$ cat config.mk
export PLATFORM = sky130hd
export DESIGN_NAME = elevator_call_scheduler_flat
export DESIGN_NICKNAME = d
export VERILOG_FILES = /design/src/rtl/elevator_call_scheduler_if.sv /design/src/rtl/elevator_call_scheduler.sv /design/src/flat_wrapper.sv
export SDC_FILE = /design/constraint.sdc
export NUM_CORES = 1
export LEC_CHECK = 0
export ABC_AREA = 1
export BUFFER_PORTS_ARGS = -buffer_cell sky130_fd_sc_hd__buf_2
export CAP_MARGIN = 20
export CORE_MARGIN = 3
export CORE_UTILIZATION = 40
export CTS_CLUSTER_DIAMETER = 80
export DETAILED_ROUTE_END_ITERATION = 16
export SETUP_SLACK_MARGIN = 0.2
export SKIP_LAST_GASP = 1
export SYNTH_ARGS = -nofsm -noshare
export SYNTH_HDL_FRONTEND = slang
export SYNTH_SLANG_ARGS = --single-unit
$ cat constraint.sdc
create_clock -name clk -period 1.4 [get_ports clk]
set_input_delay 0 -clock clk [delete_from_list [all_inputs] [get_ports clk]]
set_output_delay 0 -clock clk [all_outputs]
set_load 0.005 [all_outputs]
$ cat src/rtl/elevator_call_scheduler_if.sv
// ---------------------------------------------------------------------------
// elevator_call_scheduler_if
//   Bundle between the call scheduler and its environment (buttons, floor
//   sensor and the downstream elevator FSM).
//
//   call_btn     : level call request per floor (bit i requests floor i)
//   floor_arrive : one-cycle floor-sensor pulse
//   arrive_floor : floor index qualified by floor_arrive
//   upDown       : direction command to the FSM (00 stop, 01 up, 10 down)
//   cur_floor    : last floor reached
//   pending      : latched outstanding calls
//   door_open    : high while dwelling at a floor
//
//   master : environment side (drives buttons / sensor, observes commands)
//   slave  : scheduler side
// ---------------------------------------------------------------------------
interface elevator_call_scheduler_if #(
   parameter int N_FLOORS = 4,
   parameter int FLOOR_W  = 2
);
   logic [N_FLOORS-1:0] call_btn;
   logic                floor_arrive;
   logic [FLOOR_W-1:0]  arrive_floor;
   logic [1:0]          upDown;
   logic [FLOOR_W-1:0]  cur_floor;
   logic [N_FLOORS-1:0] pending;
   logic                door_open;

   modport master (
      output call_btn, floor_arrive, arrive_floor,
      input  upDown, cur_floor, pending, door_open
   );

   modport slave (
      input  call_btn, floor_arrive, arrive_floor,
      output upDown, cur_floor, pending, door_open
   );
endinterface

$ cat src/rtl/elevator_call_scheduler.sv
// ---------------------------------------------------------------------------
// elevator_call_scheduler
//   Latches floor calls, tracks the current floor and issues the 2-bit
//   direction command for the elevator FSM using a SCAN policy: keep going
//   while calls remain ahead, dwell with the door open at each called floor,
//   then continue, reverse or go idle.
//
//   clk   : system clock, rising edge
//   rst_n : asynchronous active-low reset
//   bus   : elevator_call_scheduler_if.slave
//             in  call_btn, floor_arrive, arrive_floor
//             out upDown, cur_floor, pending, door_open (all registered)
// ---------------------------------------------------------------------------
module elevator_call_scheduler #(
   parameter int N_FLOORS     = 4,
   parameter int FLOOR_W      = 2,
   parameter int DWELL_CYCLES = 8
) (
   input  logic                        clk,
   input  logic                        rst_n,
   elevator_call_scheduler_if.slave    bus
);

   localparam int CNT_W = (DWELL_CYCLES > 1) ? $clog2(DWELL_CYCLES) : 1;
   localparam logic [CNT_W-1:0] DWELL_LOAD = CNT_W'(DWELL_CYCLES - 1);

   localparam logic [1:0] CMD_STOP = 2'b00;
   localparam logic [1:0] CMD_UP   = 2'b01;
   localparam logic [1:0] CMD_DOWN = 2'b10;

   typedef enum logic [1:0] {IDLE, MOVE_UP, MOVE_DOWN, DWELL} state_t;
   typedef enum logic       {DIR_UP, DIR_DOWN} dir_t;

   state_t              state;
   dir_t                dir_last;
   logic [CNT_W-1:0]    dwell_cnt;
   logic [N_FLOORS-1:0] pending_q;
   logic [FLOOR_W-1:0]  cur_floor_q;
   logic [1:0]          up_down_q;
   logic                door_open_q;

   assign bus.pending   = pending_q;
   assign bus.cur_floor = cur_floor_q;
   assign bus.upDown    = up_down_q;
   assign bus.door_open = door_open_q;

   // One-hot mask selecting floor f.
   function automatic logic [N_FLOORS-1:0] floor_mask(input logic [FLOOR_W-1:0] f);
      floor_mask = '0;
      for (int i = 0; i < N_FLOORS; i++)
         if (i == int'(f)) floor_mask[i] = 1'b1;
   endfunction

   // Mask of all floors strictly above f.
   function automatic logic [N_FLOORS-1:0] above_mask(input logic [FLOOR_W-1:0] f);
      above_mask = '0;
      for (int i = 0; i < N_FLOORS; i++)
         if (i > int'(f)) above_mask[i] = 1'b1;
   endfunction

   // Mask of all floors strictly below f.
   function automatic logic [N_FLOORS-1:0] below_mask(input logic [FLOOR_W-1:0] f);
      below_mask = '0;
      for (int i = 0; i < N_FLOORS; i++)
         if (i < int'(f)) below_mask[i] = 1'b1;
   endfunction

   logic [N_FLOORS-1:0] cur_mask;
   logic [N_FLOORS-1:0] arr_mask;
   logic [N_FLOORS-1:0] set_mask;
   logic                above_cur;
   logic                below_cur;
   logic                here_cur;
   logic                arr_valid;
   logic                arr_hit;
   logic                arr_above;
   logic                arr_below;
   logic                door_hold;

   // NOTE: every signal is assigned on every path through this block, so no
   // latch can be inferred; add a default first if a branch is ever added.
   always_comb begin
      cur_mask  = floor_mask(cur_floor_q);
      arr_mask  = floor_mask(bus.arrive_floor);
      above_cur = |(pending_q & above_mask(cur_floor_q));
      below_cur = |(pending_q & below_mask(cur_floor_q));
      here_cur  = |((pending_q | bus.call_btn) & cur_mask);
      arr_valid = bus.floor_arrive && (int'(bus.arrive_floor) < N_FLOORS);
      arr_hit   = |((pending_q | bus.call_btn) & arr_mask);
      arr_above = |(pending_q & above_mask(bus.arrive_floor));
      arr_below = |(pending_q & below_mask(bus.arrive_floor));
      // A press of the floor we are dwelling at holds the door instead of
      // becoming a new call.
      door_hold = |(bus.call_btn & cur_mask);
      set_mask  = (state == DWELL) ? (bus.call_btn & ~cur_mask) : bus.call_btn;
   end

   // NOTE: all state is updated with non-blocking assignments so every
   // register sees the pre-edge values of the others; later assignments in
   // the same branch override earlier defaults (used for pending clear).
   always_ff @(posedge clk or negedge rst_n) begin
      if (!rst_n) begin
         state       <= IDLE;
         dir_last    <= DIR_UP;
         dwell_cnt   <= '0;
         pending_q   <= '0;
         cur_floor_q <= '0;
         up_down_q   <= CMD_STOP;
         door_open_q <= 1'b0;
      end else begin
         pending_q <= pending_q | set_mask;

         case (state)
            IDLE: begin
               if (here_cur) begin
                  state       <= DWELL;
                  up_down_q   <= CMD_STOP;
                  door_open_q <= 1'b1;
                  dwell_cnt   <= DWELL_LOAD;
                  pending_q   <= (pending_q | set_mask) & ~cur_mask;
               end else if (above_cur) begin
                  state     <= MOVE_UP;
                  up_down_q <= CMD_UP;
                  dir_last  <= DIR_UP;
               end else if (below_cur) begin
                  state     <= MOVE_DOWN;
                  up_down_q <= CMD_DOWN;
                  dir_last  <= DIR_DOWN;
               end
            end

            MOVE_UP, MOVE_DOWN: begin
               if (arr_valid) begin
                  cur_floor_q <= bus.arrive_floor;
                  if (arr_hit) begin
                     state       <= DWELL;
                     up_down_q   <= CMD_STOP;
                     door_open_q <= 1'b1;
                     dwell_cnt   <= DWELL_LOAD;
                     pending_q   <= (pending_q | set_mask) & ~arr_mask;
                  end else if (state == MOVE_UP && !arr_above) begin
                     // Nothing left ahead: same decision IDLE would take.
                     if (arr_below) begin
                        state     <= MOVE_DOWN;
                        up_down_q <= CMD_DOWN;
                        dir_last  <= DIR_DOWN;
                     end else begin
                        state     <= IDLE;
                        up_down_q <= CMD_STOP;
                     end
                  end else if (state == MOVE_DOWN && !arr_below) begin
                     if (arr_above) begin
                        state     <= MOVE_UP;
                        up_down_q <= CMD_UP;
                        dir_last  <= DIR_UP;
                     end else begin
                        state     <= IDLE;
                        up_down_q <= CMD_STOP;
                     end
                  end
               end
            end

            DWELL: begin
               if (door_hold) begin
                  dwell_cnt <= DWELL_LOAD;
               end else if (dwell_cnt != '0) begin
                  dwell_cnt <= dwell_cnt - CNT_W'(1);
               end else begin
                  door_open_q <= 1'b0;
                  // Prefer continuing in the last travel direction.
                  if (dir_last == DIR_UP) begin
                     if (above_cur) begin
                        state     <= MOVE_UP;
                        up_down_q <= CMD_UP;
                        dir_last  <= DIR_UP;
                     end else if (below_cur) begin
                        state     <= MOVE_DOWN;
                        up_down_q <= CMD_DOWN;
                        dir_last  <= DIR_DOWN;
                     end else begin
                        state     <= IDLE;
                        up_down_q <= CMD_STOP;
                     end
                  end else begin
                     if (below_cur) begin
                        state     <= MOVE_DOWN;
                        up_down_q <= CMD_DOWN;
                        dir_last  <= DIR_DOWN;
                     end else if (above_cur) begin
                        state     <= MOVE_UP;
                        up_down_q <= CMD_UP;
                        dir_last  <= DIR_UP;
                     end else begin
                        state     <= IDLE;
                        up_down_q <= CMD_STOP;
                     end
                  end
               end
            end

            default: begin
               state     <= IDLE;
               up_down_q <= CMD_STOP;
            end
         endcase
      end
   end

endmodule

$ cat src/flat_wrapper.sv
// flat-port wrapper written by rule: the top's interface ports become plain ports
module elevator_call_scheduler_flat 
#(
   parameter int N_FLOORS     = 4,
   parameter int FLOOR_W      = 2,
   parameter int DWELL_CYCLES = 8
)
  (clk, rst_n, bus_call_btn, bus_floor_arrive, bus_arrive_floor, bus_upDown, bus_cur_floor, bus_pending, bus_door_open);
  elevator_call_scheduler_if #(.N_FLOORS(N_FLOORS), .FLOOR_W(FLOOR_W)) bus_i ();
  input  logic clk;
  input  logic rst_n;
  input wire logic [$bits(bus_i.call_btn)-1:0] bus_call_btn;
  input wire logic [$bits(bus_i.floor_arrive)-1:0] bus_floor_arrive;
  input wire logic [$bits(bus_i.arrive_floor)-1:0] bus_arrive_floor;
  output wire logic [$bits(bus_i.upDown)-1:0] bus_upDown;
  output wire logic [$bits(bus_i.cur_floor)-1:0] bus_cur_floor;
  output wire logic [$bits(bus_i.pending)-1:0] bus_pending;
  output wire logic [$bits(bus_i.door_open)-1:0] bus_door_open;
  assign bus_i.call_btn = bus_call_btn;
  assign bus_i.floor_arrive = bus_floor_arrive;
  assign bus_i.arrive_floor = bus_arrive_floor;
  assign bus_upDown = bus_i.upDown;
  assign bus_cur_floor = bus_i.cur_floor;
  assign bus_pending = bus_i.pending;
  assign bus_door_open = bus_i.door_open;
  elevator_call_scheduler #(.N_FLOORS(N_FLOORS), .FLOOR_W(FLOOR_W), .DWELL_CYCLES(DWELL_CYCLES)) u_core (.clk(clk), .rst_n(rst_n), .bus(bus_i));
endmodule
==> results by group <==
Clocking
  – Bufs on Longest Clock Path: 2
  – Number of buffers created by CTS: 3
  – CTS H-tree lvls: 1
  – TritonCTS clock tree: done
  – Clk Tree Root Cell: clkbuf_8
  – Sinks on the clock net: 15
  – Clk pin slew, worst setup/hold paths: 0.07 ns
  – Clock latency on the worst-skew pair: 0.25 ns

Logic synthesis
  – Yosys warnings: 0
  – Sequential cell area fraction in the yosys report: 25.3%
  – Cell area after synthesis: 1480 µm²
  – Synth Area per Inst: 6.08 µm²
  – Number of distinct standard cells referenced by the synthesized netlist: 26
  – Number of nets produced by synthesis: 260
  – Post-synthesis register bit count: 15
  – Post-synthesis instance total: 244

Layout
  – Filler instances: 327
  – Ratio of cells with drive above 1 in the final layout: 43.7%
  – Most common cell after layout, fill and taps aside: nand2_1
  – Commonest cells after routing, fill and taps aside: nand2_1, buf_4, nor2_1, inv_1, buf_2
  – Nets@finish: 326
  – Antenna diode instance count: 0
  – Post-synthesis to final-layout area growth: 49.2%
  – Final Util: 64.3%

Timing
  – Final count of hold timing violations: 0
  – Period Utilization, post-route: 112%
  – Worst hold slack: 0.0298 ns
  – TNS Setup: -1.58 ns
  – Slew margin rel.: 73.8%
  – Final setup skew: 0.00262 ns
  – Number of slew-limit violations in the final report: 0
  – Worst-Margin Slew: 0.394 ns
  – Final Setup Violations: 13
  – Setup WS post-layout: -0.170 ns
  – Achievable frequency: 637 MHz
  – Final min period: 1.57 ns
  – RSZ-0062 raised after global routing: yes

Global route
  – Total congestion overflow: 0
  – First-pass GRT wire length: 7200 µm
  – Antenna violations before repair: 0
  – Largest net degree at the start of global routing: 16
  – Combined global-route utilization of all metal layers: 21.4%
  – Number of global-route vias before repair: 1525

Worst setup path
  – Type of element capturing the critical path: register
  – Buffers plus inverters on the worst setup path: 2
  – Maximum fanout along the worst path: 6
  – Startpoint class of the critical path: register
  – Arrival time reported for the critical path endpoint: 1.71 ns
  – Master of the slowest instance on the critical path: dfrtp_2
  – Worst Path Class, Setup: reg2reg
  – CP max stage delay: 0.48 ns
  – Data required, critical path: 1.54 ns
  – Cell class contributing the biggest share of worst-path delay: simple AND/OR/NAND/NOR gates
  – Crit path cell chain: buf_6 > nor2_4 > nand2_2 > nand2_2 > nor2_4 > nand2_4 > nand3_4 > buf_4 > o21ai_2 > o21ai_1

Floorplan
  – Die area: 4480 µm²
  – Vertical extent of the die: 66.9 µm
  – Width of the chip: 66.9 µm
  – Area of the core region: 3440 µm²
  – Num ports: 18
  – Placement row count: 21
  – Initial core utilization: 43.1%

Placement
  – Number of I/O port buffers: 17
  – Half-perimeter wire length after detailed placement: 3510 µm
  – Worst slack, placed: -0.270 ns
  – GPL Wtd Cong: 0.932

Power
  – Maximum vdd drop: 1050 µV
  – Power per Cell Area: 2640 nW/µm²
  – Leakage power of the design: 0.00119 µW
  – Total Power: 5840 µW

Route
  – Number of iterations in the first detailed-routing pass: 4
  – Number of DRC markers in iteration 0: 130
  – Final routed wirelength across all metal layers: 4530 µm
  – Vias post-DR: 1715
  – DRC violations left: 0
  – Drt via density: 4.83
  – Routed wire length per instance: 12.8 µm
  – Detail Route Antenna Nets: 0

Flow run
  – Maximum Capacitance Violations: 0

Outcome
  – Violated checks: setup timing
  – Outcome: complete, but fails checks

Hold path
  – Hold/Removal Path Class: in2reg
logic make-up (layout without fill, tap and decap cells):
logic type / Yosys count / count (layout) / share of synthesized area, %
buffers and inverters: 38 / 103 / 10.5
adder cells (fa/ha/maj): 7 / 7 / 5.90
flip-flops: 15 / 15 / 25.3
AO/OA/AOI/OAI: 26 / 26 / 9.19
AND/OR/NAND/NOR: 158 / 158 / 49.1
per-stage QoR:
step	area [µm²]	instances
floorplan	1590	244
global route	2210	355
finish	2210	355
global placement	1930	336
detailed placement	1930	336
CTS	2090	349
final cells by class:
class / instances / area (µm²) / share of cell area (%)
clock buffers: 4 / 45.0 / 2.04
repair buffers: 66 / 468 / 21.1
flip-flops and latches: 15 / 380 / 17.2
well taps: 46 / 57.6 / 2.60
multi-input cells: 191 / 1130 / 50.9
inverters: 33 / 136 / 6.16
synthesized netlist by cell type (all sizes together):
library cell,number,area [µm²]
a21oi,9,48.8
buf,4,28.8
clkbuf,1,3.75
clkinv,2,7.51
dfrtp,15,375
ha,7,87.6
inv,31,116
nand2,97,394
nand3,18,108
nand4,7,43.8
nor2,33,166
nor3,2,10.0
o211ai,1,7.51
o21ai,16,80.1
or2,1,6.26
path summary, 6_finish.rpt:
check                                             start                 endpoint  slack [ns]  cells after the start
worst max-delay path            u_core.bus.cur_floor[0]     u_core.bus.door_open       -0.17                     10
worst min-delay path                bus_arrive_floor[0]  u_core.bus.cur_floor[0]        0.03                      3
worst max register to register  u_core.bus.cur_floor[0]     u_core.bus.door_open       -0.17                     10
worst min register to register     u_core.bus.upDown[1]     u_core.bus.upDown[1]        0.48                      2
max in group asynchronous                         rst_n          u_core.state[0]        0.89                      2
min in group asynchronous                         rst_n          u_core.state[1]        0.20                      2
flip-flops by register name (all words and copies together) (netlist names):
register	flops
u_core.bus.cur_floor	2
u_core.bus.door_open	1
u_core.state	2
u_core.bus.pending	4
u_core.dir_last	1
u_core.dwell_cnt	3
u_core.bus.upDown	2
layer usage:
metal	GRT usage, %	vias up	routed length, µm
met5	0	-	0
li1	-	895	-
met4	5.57	0	40
met1	31.2	770	2150
met3	2.19	5	291
met2	33.2	45	2050
worst register-to-register path, cell delays in order, from the launching register on:
cell and delay [ns]:
dfrtp_2 0.48, buf_6 0.16, nor2_4 0.11, nand2_2 0.06, nand2_2 0.08, nor2_4 0.05
nand2_4 0.10, nand3_4 0.09, buf_4 0.15, o21ai_2 0.11, o21ai_1 0.07
power by group:
| part | internal (µW) | switching (µW) | leakage, µW |
|---|---|---|---|
| logic | 2070 | 2540 | 0.000997 |
| registers | 655 | 210 | 0.000168 |
| clock network | 202 | 168 | 0.0000228 |
| total | 2930 | 2910 | 0.00119 |
repair_timing:
action                     in CTS  in global routing
gates resized for setup        16                 24
pin swaps                      20                 14
hold endpoints to repair       15                  0
setup buffers                   8                  6
setup endpoints to repair      15                 15
hold buffers                    1                  0
No activity file was read; power rests on OpenSTA's default activity.
